File: src/rtl/alu_pkg.sv
// alu_pkg: shared command/state encodings and default widths
// for the alu_pipe two-operand ALU with a pipelined multiplier.
package alu_pkg;

    localparam int DWIDTH_DEF  = 8;
    localparam int CWIDTH_DEF  = 4;
    localparam int TIMEOUT_DEF = 16;

    typedef enum logic [3:0] {
        ADD     = 4'd0,
        SUB     = 4'd1,
        ADD_CIN = 4'd2,
        SUB_CIN = 4'd3,
        INC_A   = 4'd4,
        DEC_A   = 4'd5,
        INC_B   = 4'd6,
        DEC_B   = 4'd7,
        CMP     = 4'd8,
        MUL_INC = 4'd9,
        MUL_SHL = 4'd10
    } arith_cmd_e;

    typedef enum logic [3:0] {
        AND     = 4'd0,
        NAND    = 4'd1,
        OR      = 4'd2,
        NOR     = 4'd3,
        XOR     = 4'd4,
        XNOR    = 4'd5,
        NOT_A   = 4'd6,
        NOT_B   = 4'd7,
        SHR1_A  = 4'd8,
        SHL1_A  = 4'd9,
        SHR1_B  = 4'd10,
        SHL1_B  = 4'd11,
        ROL_A_B = 4'd12,
        ROR_A_B = 4'd13
    } logic_cmd_e;

    typedef enum logic [1:0] {
        IDLE,
        WAIT_A,
        WAIT_B,
        MUL2
    } state_e;

    typedef struct packed {
        logic ok;
        logic need_a;
        logic need_b;
        logic mul;
    } op_info_t;

    // Which operands a command consumes, and whether it is a multiply
    function automatic op_info_t op_info(input logic mode, input logic [3:0] cmd);
        op_info_t r;
        r = '0;
        if (mode) begin
            case (arith_cmd_e'(cmd))
                ADD, SUB, ADD_CIN, SUB_CIN, CMP: begin
                    r.ok     = 1'b1;
                    r.need_a = 1'b1;
                    r.need_b = 1'b1;
                end
                INC_A, DEC_A: begin
                    r.ok     = 1'b1;
                    r.need_a = 1'b1;
                end
                INC_B, DEC_B: begin
                    r.ok     = 1'b1;
                    r.need_b = 1'b1;
                end
                MUL_INC, MUL_SHL: begin
                    r.ok     = 1'b1;
                    r.need_a = 1'b1;
                    r.need_b = 1'b1;
                    r.mul    = 1'b1;
                end
                default: r = '0;
            endcase
        end else begin
            case (logic_cmd_e'(cmd))
                AND, NAND, OR, NOR, XOR, XNOR, ROL_A_B, ROR_A_B: begin
                    r.ok     = 1'b1;
                    r.need_a = 1'b1;
                    r.need_b = 1'b1;
                end
                NOT_A, SHR1_A, SHL1_A: begin
                    r.ok     = 1'b1;
                    r.need_a = 1'b1;
                end
                NOT_B, SHR1_B, SHL1_B: begin
                    r.ok     = 1'b1;
                    r.need_b = 1'b1;
                end
                default: r = '0;
            endcase
        end
        return r;
    endfunction

endpackage

File: src/rtl/alu_mul_stage.sv
// alu_mul_stage: first multiplier stage registers the conditioned
// factors; the product feeds the result register of alu_pipe.
module alu_mul_stage
    import alu_pkg::*;
#(
    parameter int DWIDTH = DWIDTH_DEF
) (
    input  logic                clk,
    input  logic                rst,
    input  logic                load_i,
    input  logic                shl_i,
    input  logic [DWIDTH-1:0]   a_i,
    input  logic [DWIDTH-1:0]   b_i,
    output logic [2*DWIDTH-1:0] prod_o
);

    localparam int AW = DWIDTH + 1;
    localparam int RW = 2 * DWIDTH;

    logic [AW-1:0] fa_d, fb_d;
    logic [AW-1:0] fa_q, fb_q;

    // Factor conditioning: (a<<1, b) or (a+1, b+1)
    always_comb begin
        if (shl_i) begin
            fa_d = {a_i, 1'b0};
            fb_d = {1'b0, b_i};
        end else begin
            fa_d = {1'b0, a_i} + AW'(1);
            fb_d = {1'b0, b_i} + AW'(1);
        end
    end

    // Factor register, loaded only when a multiply is issued
    always_ff @(posedge clk) begin
        if (rst) begin
            fa_q <= '0;
            fb_q <= '0;
        end else if (load_i) begin
            fa_q <= fa_d;
            fb_q <= fb_d;
        end
    end

    assign prod_o = RW'(fa_q) * RW'(fb_q);

endmodule

File: src/rtl/alu_pipe.sv
// alu_pipe: registered ALU with operand-wait FSM, timeout and
// a two-cycle multiply path.
module alu_pipe
    import alu_pkg::*;
#(
    parameter int DWIDTH  = DWIDTH_DEF,
    parameter int CWIDTH  = CWIDTH_DEF,
    parameter int TIMEOUT = TIMEOUT_DEF
) (
    input  logic                clk,
    input  logic                rst,
    input  logic                ce,
    input  logic                mode,
    input  logic [CWIDTH-1:0]   cmd,
    input  logic [1:0]          inp_valid,
    input  logic [DWIDTH-1:0]   opa,
    input  logic [DWIDTH-1:0]   opb,
    input  logic                cin,
    output logic [2*DWIDTH-1:0] res,
    output logic                cout,
    output logic                oflow,
    output logic                g,
    output logic                e,
    output logic                l,
    output logic                err,
    output logic                res_valid,
    output logic                busy
);

    localparam int AW = DWIDTH + 1;
    localparam int RW = 2 * DWIDTH;
    localparam int SW = $clog2(DWIDTH);
    localparam int TW = $clog2(TIMEOUT + 1);

    state_e            state_q;
    logic [TW-1:0]     timer_q;
    logic [DWIDTH-1:0] opa_q, opb_q;
    logic [CWIDTH-1:0] cmd_q;
    logic              mode_q;
    logic [RW-1:0]     res_q;
    logic              cout_q, oflow_q, g_q, e_q, l_q, err_q;
    logic              rv_q, busy_q;

    logic [DWIDTH-1:0] a_x, b_x;
    logic [CWIDTH-1:0] cmd_x;
    logic [3:0]        cmd_lo;
    logic              mode_x;
    op_info_t          info;

    logic [RW-1:0]     alu_res;
    logic              alu_cout, alu_oflow, alu_g, alu_e, alu_l, alu_err;
    logic [AW-1:0]     sum, dif;
    logic              is_sum, is_dif;
    logic [DWIDTH-1:0] lr;
    logic [SW-1:0]     sh;
    logic              rot_bad;

    logic              missing, arrived;
    logic              do_alu, do_mul, do_fin, do_tmo, do_park, do_tick;
    logic [RW-1:0]     prod;

    // Operand/command source: live inputs, or latched ones while waiting
    always_comb begin
        a_x    = opa;
        b_x    = opb;
        cmd_x  = cmd;
        mode_x = mode;
        case (state_q)
            WAIT_A: begin
                b_x    = opb_q;
                cmd_x  = cmd_q;
                mode_x = mode_q;
            end
            WAIT_B: begin
                a_x    = opa_q;
                cmd_x  = cmd_q;
                mode_x = mode_q;
            end
            default: ;
        endcase
    end

    assign cmd_lo = cmd_x[3:0];

    // Command decode; any set bit above the 4-bit code is unlisted
    always_comb begin
        info = op_info(mode_x, cmd_lo);
        if ((cmd_x >> 4) != '0) info = '0;
    end

    // Single-cycle ALU datapath
    always_comb begin
        alu_res   = '0;
        alu_cout  = 1'b0;
        alu_oflow = 1'b0;
        alu_g     = 1'b0;
        alu_e     = 1'b0;
        alu_l     = 1'b0;
        alu_err   = 1'b0;
        sum       = '0;
        dif       = '0;
        is_sum    = 1'b0;
        is_dif    = 1'b0;
        lr        = '0;
        sh        = b_x[SW-1:0];
        rot_bad   = (b_x >> SW) != '0;
        if (!info.ok) begin
            alu_err = 1'b1;
        end else if (mode_x) begin
            case (arith_cmd_e'(cmd_lo))
                ADD:     begin sum = {1'b0, a_x} + {1'b0, b_x}; is_sum = 1'b1; end
                ADD_CIN: begin sum = {1'b0, a_x} + {1'b0, b_x} + AW'(cin); is_sum = 1'b1; end
                INC_A:   begin sum = {1'b0, a_x} + AW'(1); is_sum = 1'b1; end
                INC_B:   begin sum = {1'b0, b_x} + AW'(1); is_sum = 1'b1; end
                SUB:     begin dif = {1'b0, a_x} - {1'b0, b_x}; is_dif = 1'b1; end
                SUB_CIN: begin dif = {1'b0, a_x} - {1'b0, b_x} - AW'(cin); is_dif = 1'b1; end
                DEC_A:   begin dif = {1'b0, a_x} - AW'(1); is_dif = 1'b1; end
                DEC_B:   begin dif = {1'b0, b_x} - AW'(1); is_dif = 1'b1; end
                CMP: begin
                    alu_g = a_x > b_x;
                    alu_e = a_x == b_x;
                    alu_l = a_x < b_x;
                end
                default: ;
            endcase
            if (is_sum) begin
                alu_res  = RW'(sum);
                alu_cout = sum[DWIDTH];
            end
            if (is_dif) begin
                alu_res   = RW'(dif[DWIDTH-1:0]);
                alu_oflow = dif[DWIDTH];
            end
        end else begin
            case (logic_cmd_e'(cmd_lo))
                AND:    lr = a_x & b_x;
                NAND:   lr = ~(a_x & b_x);
                OR:     lr = a_x | b_x;
                NOR:    lr = ~(a_x | b_x);
                XOR:    lr = a_x ^ b_x;
                XNOR:   lr = ~(a_x ^ b_x);
                NOT_A:  lr = ~a_x;
                NOT_B:  lr = ~b_x;
                SHR1_A: lr = a_x >> 1;
                SHL1_A: lr = a_x << 1;
                SHR1_B: lr = b_x >> 1;
                SHL1_B: lr = b_x << 1;
                ROL_A_B: begin
                    if (rot_bad) alu_err = 1'b1;
                    else lr = (a_x << sh) | (a_x >> (DWIDTH - int'(sh)));
                end
                ROR_A_B: begin
                    if (rot_bad) alu_err = 1'b1;
                    else lr = (a_x >> sh) | (a_x << (DWIDTH - int'(sh)));
                end
                default: ;
            endcase
            alu_res = RW'(lr);
        end
    end

    assign missing = (info.need_a & ~inp_valid[0]) |
                     (info.need_b & ~inp_valid[1]);

    // Per-cycle action select; a one-operand cmd missing its operand is dropped
    always_comb begin
        arrived = 1'b0;
        do_alu  = 1'b0;
        do_mul  = 1'b0;
        do_fin  = 1'b0;
        do_tmo  = 1'b0;
        do_park = 1'b0;
        do_tick = 1'b0;
        case (state_q)
            IDLE: begin
                if (inp_valid != 2'b00) begin
                    if (!info.ok) do_alu = 1'b1;
                    else if (missing) do_park = info.need_a & info.need_b;
                    else if (info.mul) do_mul = 1'b1;
                    else do_alu = 1'b1;
                end
            end
            WAIT_A, WAIT_B: begin
                arrived = (state_q == WAIT_A) ? inp_valid[0] : inp_valid[1];
                if (arrived) begin
                    if (info.mul) do_mul = 1'b1;
                    else do_alu = 1'b1;
                end else if (timer_q == TW'(TIMEOUT - 1)) begin
                    do_tmo = 1'b1;
                end else begin
                    do_tick = 1'b1;
                end
            end
            MUL2: do_fin = 1'b1;
            default: ;
        endcase
    end

    alu_mul_stage #(
        .DWIDTH (DWIDTH)
    ) u_mul (
        .clk    (clk),
        .rst    (rst),
        .load_i (ce & do_mul),
        .shl_i  (arith_cmd_e'(cmd_lo) == MUL_SHL),
        .a_i    (a_x),
        .b_i    (b_x),
        .prod_o (prod)
    );

    // Control FSM with operand latches, timer and registered outputs
    always_ff @(posedge clk) begin
        if (rst) begin
            state_q <= IDLE;
            timer_q <= '0;
            opa_q   <= '0;
            opb_q   <= '0;
            cmd_q   <= '0;
            mode_q  <= 1'b0;
            res_q   <= '0;
            cout_q  <= 1'b0;
            oflow_q <= 1'b0;
            g_q     <= 1'b0;
            e_q     <= 1'b0;
            l_q     <= 1'b0;
            err_q   <= 1'b0;
            rv_q    <= 1'b0;
            busy_q  <= 1'b0;
        end else if (ce) begin
            rv_q <= 1'b0;
            if (do_alu) begin
                res_q   <= alu_res;
                cout_q  <= alu_cout;
                oflow_q <= alu_oflow;
                g_q     <= alu_g;
                e_q     <= alu_e;
                l_q     <= alu_l;
                err_q   <= alu_err;
                rv_q    <= 1'b1;
                timer_q <= '0;
                state_q <= IDLE;
            end else if (do_tmo) begin
                res_q   <= '0;
                cout_q  <= 1'b0;
                oflow_q <= 1'b0;
                g_q     <= 1'b0;
                e_q     <= 1'b0;
                l_q     <= 1'b0;
                err_q   <= 1'b1;
                rv_q    <= 1'b1;
                timer_q <= '0;
                state_q <= IDLE;
            end else if (do_mul) begin
                busy_q  <= 1'b1;
                timer_q <= '0;
                state_q <= MUL2;
            end else if (do_fin) begin
                res_q   <= prod;
                cout_q  <= 1'b0;
                oflow_q <= 1'b0;
                g_q     <= 1'b0;
                e_q     <= 1'b0;
                l_q     <= 1'b0;
                err_q   <= 1'b0;
                rv_q    <= 1'b1;
                busy_q  <= 1'b0;
                state_q <= IDLE;
            end else if (do_park) begin
                opa_q   <= opa;
                opb_q   <= opb;
                cmd_q   <= cmd;
                mode_q  <= mode;
                timer_q <= '0;
                state_q <= inp_valid[0] ? WAIT_B : WAIT_A;
            end else if (do_tick) begin
                timer_q <= timer_q + TW'(1);
            end
        end else begin
            rv_q <= 1'b0;
        end
    end

    assign res       = res_q;
    assign cout      = cout_q;
    assign oflow     = oflow_q;
    assign g         = g_q;
    assign e         = e_q;
    assign l         = l_q;
    assign err       = err_q;
    assign res_valid = rv_q;
    assign busy      = busy_q;

endmodule

File: config.mk
export PLATFORM = sky130hd
export DESIGN_NAME = alu_pipe
export DESIGN_NICKNAME = d
export VERILOG_FILES = /design/src/rtl/alu_pkg.sv /design/src/rtl/alu_mul_stage.sv /design/src/rtl/alu_pipe.sv
export SDC_FILE = /design/constraint.sdc
export NUM_CORES = 1
export LEC_CHECK = 0
export CAP_MARGIN = 20
export CORE_UTILIZATION = 45
export CTS_CLUSTER_SIZE = 10
export DETAILED_ROUTE_END_ITERATION = 7
export PLACE_DENSITY = 0.7
export SYNTH_ARGS = -nofsm -noshare
export SYNTH_HDL_FRONTEND = slang
export SYNTH_SLANG_ARGS = --single-unit
File: constraint.sdc
create_clock -name clk -period 11.5 [get_ports clk]
set_clock_uncertainty 0.05 [all_clocks]
set_input_delay 1.725 -clock clk [delete_from_list [all_inputs] [get_ports clk]]
set_output_delay 1.725 -clock clk [all_outputs]
set_load 0.01 [all_outputs]
-- Word-level counts from Yosys, hierarchy flattened
Cells that the tools add are included.
- bits in writable memories: 0
- latch bits: 0
- input port bits: 27
- output and inout bits: 24
- memories kept: 0
- register bits after elaboration: 70
- memory bits (read-only): 0
- add/subtract/negate cells: 10
- multipliers: 1
- reductions and logical operators: 25
- $lt $le $gt $ge: 2
- bitwise gates (word level): 22
- div/mod/pow operators: 0
- muxes and demuxes: 103
- shift-type cells: 4
- equality and inequality tests: 20
- operator list (kind ; count):
    two-way mux 16 bit ; 7
    one-hot mux 8 bit (14 select lines) ; 1
    one-hot mux 9 bit (4 select lines) ; 2
    two-way mux 1 bit ; 70
    inverter 8 bit ; 5
    OR reduction 11 bit ; 3
    two-way mux 8 bit ; 4
    << shifter 8 x 32 -> 8 bit ; 1
    >> shifter 8 x 32 -> 8 bit ; 1
    two-way mux 5 bit ; 6
    two-way mux 9 bit ; 3
    equality test 4 bit (second input constant) ; 6
    bitwise OR 8 bit ; 3
    adder 8 x 1 -> 9 bit (second input constant) ; 2
    OR reduction 9 bit ; 2
    subtractor 8 x 1 -> 9 bit (second input constant) ; 2
    equality test 4 x 3 -> 1 bit (second input constant) ; 4
    multiplier 9 x 9 -> 16 bit ; 1
    OR reduction 14 bit ; 1
    two-way mux 2 bit ; 6
    nonzero test 5 bit ; 2
    adder 8 x 8 -> 9 bit ; 1
    adder 9 x 1 -> 9 bit ; 1
    subtractor 8 x 8 -> 9 bit ; 1
    33 further kinds ; 52

-- Logic depth before layout (Yosys ltp)
- depth after elaboration: 18
- gate-level depth with buffers: 20

-- Cells and area by module
A second synthesis with hierarchy kept.
- cells, all modules: 1362
- area, all modules: 10347.4 um^2
- by module, submodules not included (module ; sequential area each (um^2) ; area an instance (um^2) ; instances ; cells an instance):
    alu_pipe ; 1041.0 ; 6976.7 ; 1 ; 961
    alu_mul_stage ; 360.3 ; 3370.7 ; 1 ; 401

-- Least setup slack after synthesis
Ideal clock, no wire load.
- path type: input-to-reg
- start point: input opb[1]
- end point: register res_q[7], in the netlist res[7]
- setup time: 103 ps
- arrival time: 4902 ps
- stages: 17
- setup slack: 6444 ps
- path buffers: 2
- path through: mux2_2 > buf_1 > clkbuf_1 > inv_1 > ha_1 > a21oi_2 > inv_1 > ha_1 > nor2_1 > a21oi_1 > o22ai_1 > o21ai_1 > xnor2_1 > nor3_1 > o21ai_0 > o21ai_1 > a2111oi_2
- word-level cells in the longest chain between the ends: 9
- elaborated cells on any way between the ends: 24
- those cells by class: add/sub: 7; shift: 4; mux: 11; bitwise: 2
- ends and longest elaborated chain (element ; RTL line ; RTL):
    start, declared ; alu_pipe.sv:17 ; input logic [DWIDTH-1:0] opb,
    two-way mux 8 bit * ; alu_pipe.sv:68 ; case (state_q)
    adder 8 x 8 -> 9 bit / subtractor 4 x 3 -> 5 bit (equally long branches) ; - ;
    adder 9 x 1 -> 9 bit (tied with other cells) ; alu_pipe.sv:112 ; ADD_CIN: begin sum = {1'b0, a_x} + {1'b0, b_x} + AW'(cin); is_sum = 1'b1; end
    one-hot mux 9 bit (4 select lines) (tied with other cells) ; alu_pipe.sv:110 ; case (arith_cmd_e'(cmd_lo))
    two-way mux 9 bit (tied with other cells) ; alu_pipe.sv:126 ; if (is_sum) begin
    two-way mux 16 bit / one-hot mux 8 bit (14 select lines) (equally long branches) ; alu_pipe.sv:130, alu_pipe.sv:135 ;
    two-way mux 16 bit * ; alu_pipe.sv:109 ; end else if (mode_x) begin
    two-way mux 16 bit * ; alu_pipe.sv:107 ; if (!info.ok) begin
    two-way mux 16 bit * ; alu_pipe.sv:231 ; if (do_alu) begin
    end signal, assigned ; alu_pipe.sv:232 ; res_q <= alu_res;
    end signal, assigned ; alu_pipe.sv:258 ; res_q <= prod;
    end, declared ; alu_pipe.sv:40 ; logic [RW-1:0] res_q;
Every way passes the cells marked *; elsewhere a longest branch is shown, timed or not.
A chain may end at the register's enable or synchronous reset.

-- Final worst setup path
- start point: input opb[0]
- end point: register res_q[7], in the netlist res[7]
Same word-level chain as after synthesis.

==> reports/results.ini <==
[critical_path]
cp-start-kind=primary input
path_class=primary input to register
crit_fanout=22
end_kind=register
timing.rr.end=res[13]
reg2reg_slack_ns=6.46
r2r_cells=18
endpoint=res[7]
cp.arrival_ns=6.06
crit_start=opb[0]
worstPathRequired_ns=11.69
r2r-start=u_mul.fb_q[1]

[finish]
drive_gt1_frac=0.0718
nNetsFinal=1442
antennaDiodeCount=0
syn2layout_area_growth_pct=9.54
most-common-layout-cells=nor2_1, nand2_1, inv_1
n_fill_cell=2073
final_common_cell=nor2_1

[global_routing]
grt_pass1_vias=9377
antenna_found_initial=0
grt_use_total=0.321
grt_pass1_wl_um=54500
grt_max_degree=68
overflow=0

[sta]
drv_slew=0
hold_slack_ns=0.404
relSlewSlack=0.181
min_period_ns=5.87
fin_crit_sh=0.510
fmax_mhz=170
rsz0062_at_grt=no
setup_tns_ns=0
setup_viol=0
worst-slew-pin-transition_ns=1.22
finalHoldViolCount=0

[synth]
ys_warn_count=0
synth_cells=1309
syn_nets=1446
async_flop_share=0
synth_area_um2=9880
ys_seq_area_frac=0.142
synth-seq-cells=70
yosysUniqueCellTypes=98
syn-mean-instance-area_um2=7.55
ys.flop_type=dfxtp_1
synth-edff-count=0

[drt]
viasPerCell=6.32
num_vias=10000
dr.pass1.iters=7
remaining_drc_errors=0
wl_um=35500
ant_nets=0
initialDrtViolationCount=1047
post_drt_wl_per_cell_um=22.4

[place]
gp_congestion=1.02
dpl.hpwl_um=26500
io_buffer_count=50

[power]
power.density_nw_per_um2=142
vdd_drop_max_v=0.0000905
p_leak_nw=4.42
power_mw=1.53

[clock_tree]
clock_latency_ns=0.35
holdBufCountCts=0
cts_buffer_depth=2
cts_setup_buffers=0
clk_pin_slew_worst_paths_ns=0.06
cts-root-buf=clkbuf_16
cts_sinks=70
cts-resized-gates=0
htreeDepth=3
cts_tree=done
numCtsBuffers=9

[floorplanning]
die-height_um=150
core_um2=21300
initial_core_util=0.464
rows=53
dieArea_um2=22600
die_w_um=150
top_level_ports=51

[status]
run_status=finished, final reports clean

[hold_path]
min_path_type=register to register

[job]
drv_cap=0

## cell families (layout without fill, tap and decap cells)
logic type,Yosys count,after routing,share of synthesized area
compound gates,326,326,0.229
xor+xnor,61,61,0.0548
fa+ha+maj,110,110,0.177
buf+inv,189,190,0.0788
flops,70,70,0.142
mux,76,76,0.0870
simple gates,477,477,0.232
## final cells by class
cell class                 instances  area (um2)  share of cell area
tap                              275         344              0.0318
timing repair buffer              66         616              0.0569
sequential                        70        1400               0.129
clock buffer                      11         243              0.0224
inverter                         108         408              0.0377
multi-input combinational       1050        7700               0.712
clock inverter                     5         106             0.00983
## stage by stage
stage               worst slack [ns]  std cells   util  area (um2)
finish                          5.63       1585  0.508       10800
global route                    5.25       1585  0.508       10800
CTS                             5.72       1585  0.508       10800
detailed placement              5.37       1569  0.492       10500
global placement                5.42       1569  0.492       10500
floorplan                       6.44       1309      -        9880
## Yosys cell counts (all sizes together), types with 5 or more instances
cell	instances	area share
a2111oi	8	0.0077
a211oi	15	0.011
a21o	12	0.0092
a21oi	75	0.038
a221oi	16	0.014
a22oi	21	0.016
a31oi	6	0.0038
a32oi	6	0.0061
and2	50	0.032
and3	12	0.0076
buf	27	0.017
clkbuf	54	0.021
dfxtp	70	0.14
fa	49	0.099
ha	61	0.077
inv	105	0.040
mux2	18	0.022
mux2i	55	0.058
nand2	135	0.051
nand2b	10	0.0063
nand3	30	0.016
nand4	11	0.0070
nor2	145	0.056
nor2b	5	0.0032
nor3	34	0.018
nor4	9	0.0057
o211ai	11	0.0084
o21a	6	0.0046
o21ai	62	0.032
o22ai	27	0.018
or2	5	0.0032
or3	6	0.0043
xnor2	50	0.044
xor2	11	0.011
## sequential cells by signal, indices dropped and copies added (netlist names)
name,flops
g,1
opb_q,8
res_valid,1
l,1
mode_q,1
u_mul.fb_q,9
timer_q,5
cmd_q,4
busy,1
state_q,2
res,16
u_mul.fa_q,9
cout,1
err,1
e,1
opa_q,8
oflow,1
## power by group
| group | leakage [nW] | internal, mW | switching (mW) |
|---|---|---|---|
| clock | 0.166 | 0.219 | 0.120 |
| sequential | 0.566 | 0.261 | 0.0198 |
| combinational | 3.69 | 0.313 | 0.602 |
| total | 4.42 | 0.793 | 0.742 |
## worst min-delay path by stage
stage                         from       end  slack, ns  cells after the start
after floorplan           opa_q[6]  opa_q[6]       0.41                      2
after global placement           g         g       0.39                      2
after detailed placement       err       err       0.40                      2
after CTS                      err       err       0.40                      2
after global routing          cout      cout       0.44                      2
final                          err       err       0.40                      2
## critical path: stages
cell and delay (ns):
clkdlybuf4s50_1 0.49, mux2_1 0.60, inv_2 0.41, ha_1 0.36
xnor2_1 0.83, nand2_1 0.34, nor2_1 0.37, a22o_1 0.19
a211o_1 0.17, a41o_1 0.17, o21ai_1 0.07, a2111oi_2 0.32
## layer usage
layer  global-route usage  vias up  part of all wire
met1                0.427     4723              0.42
met3               0.0530      111             0.092
li1                     -     4642                 -
met4                0.134        0             0.039
met5                    0        -                 0
met2                0.514      547              0.45
Power figures use the tool's default switching activity.
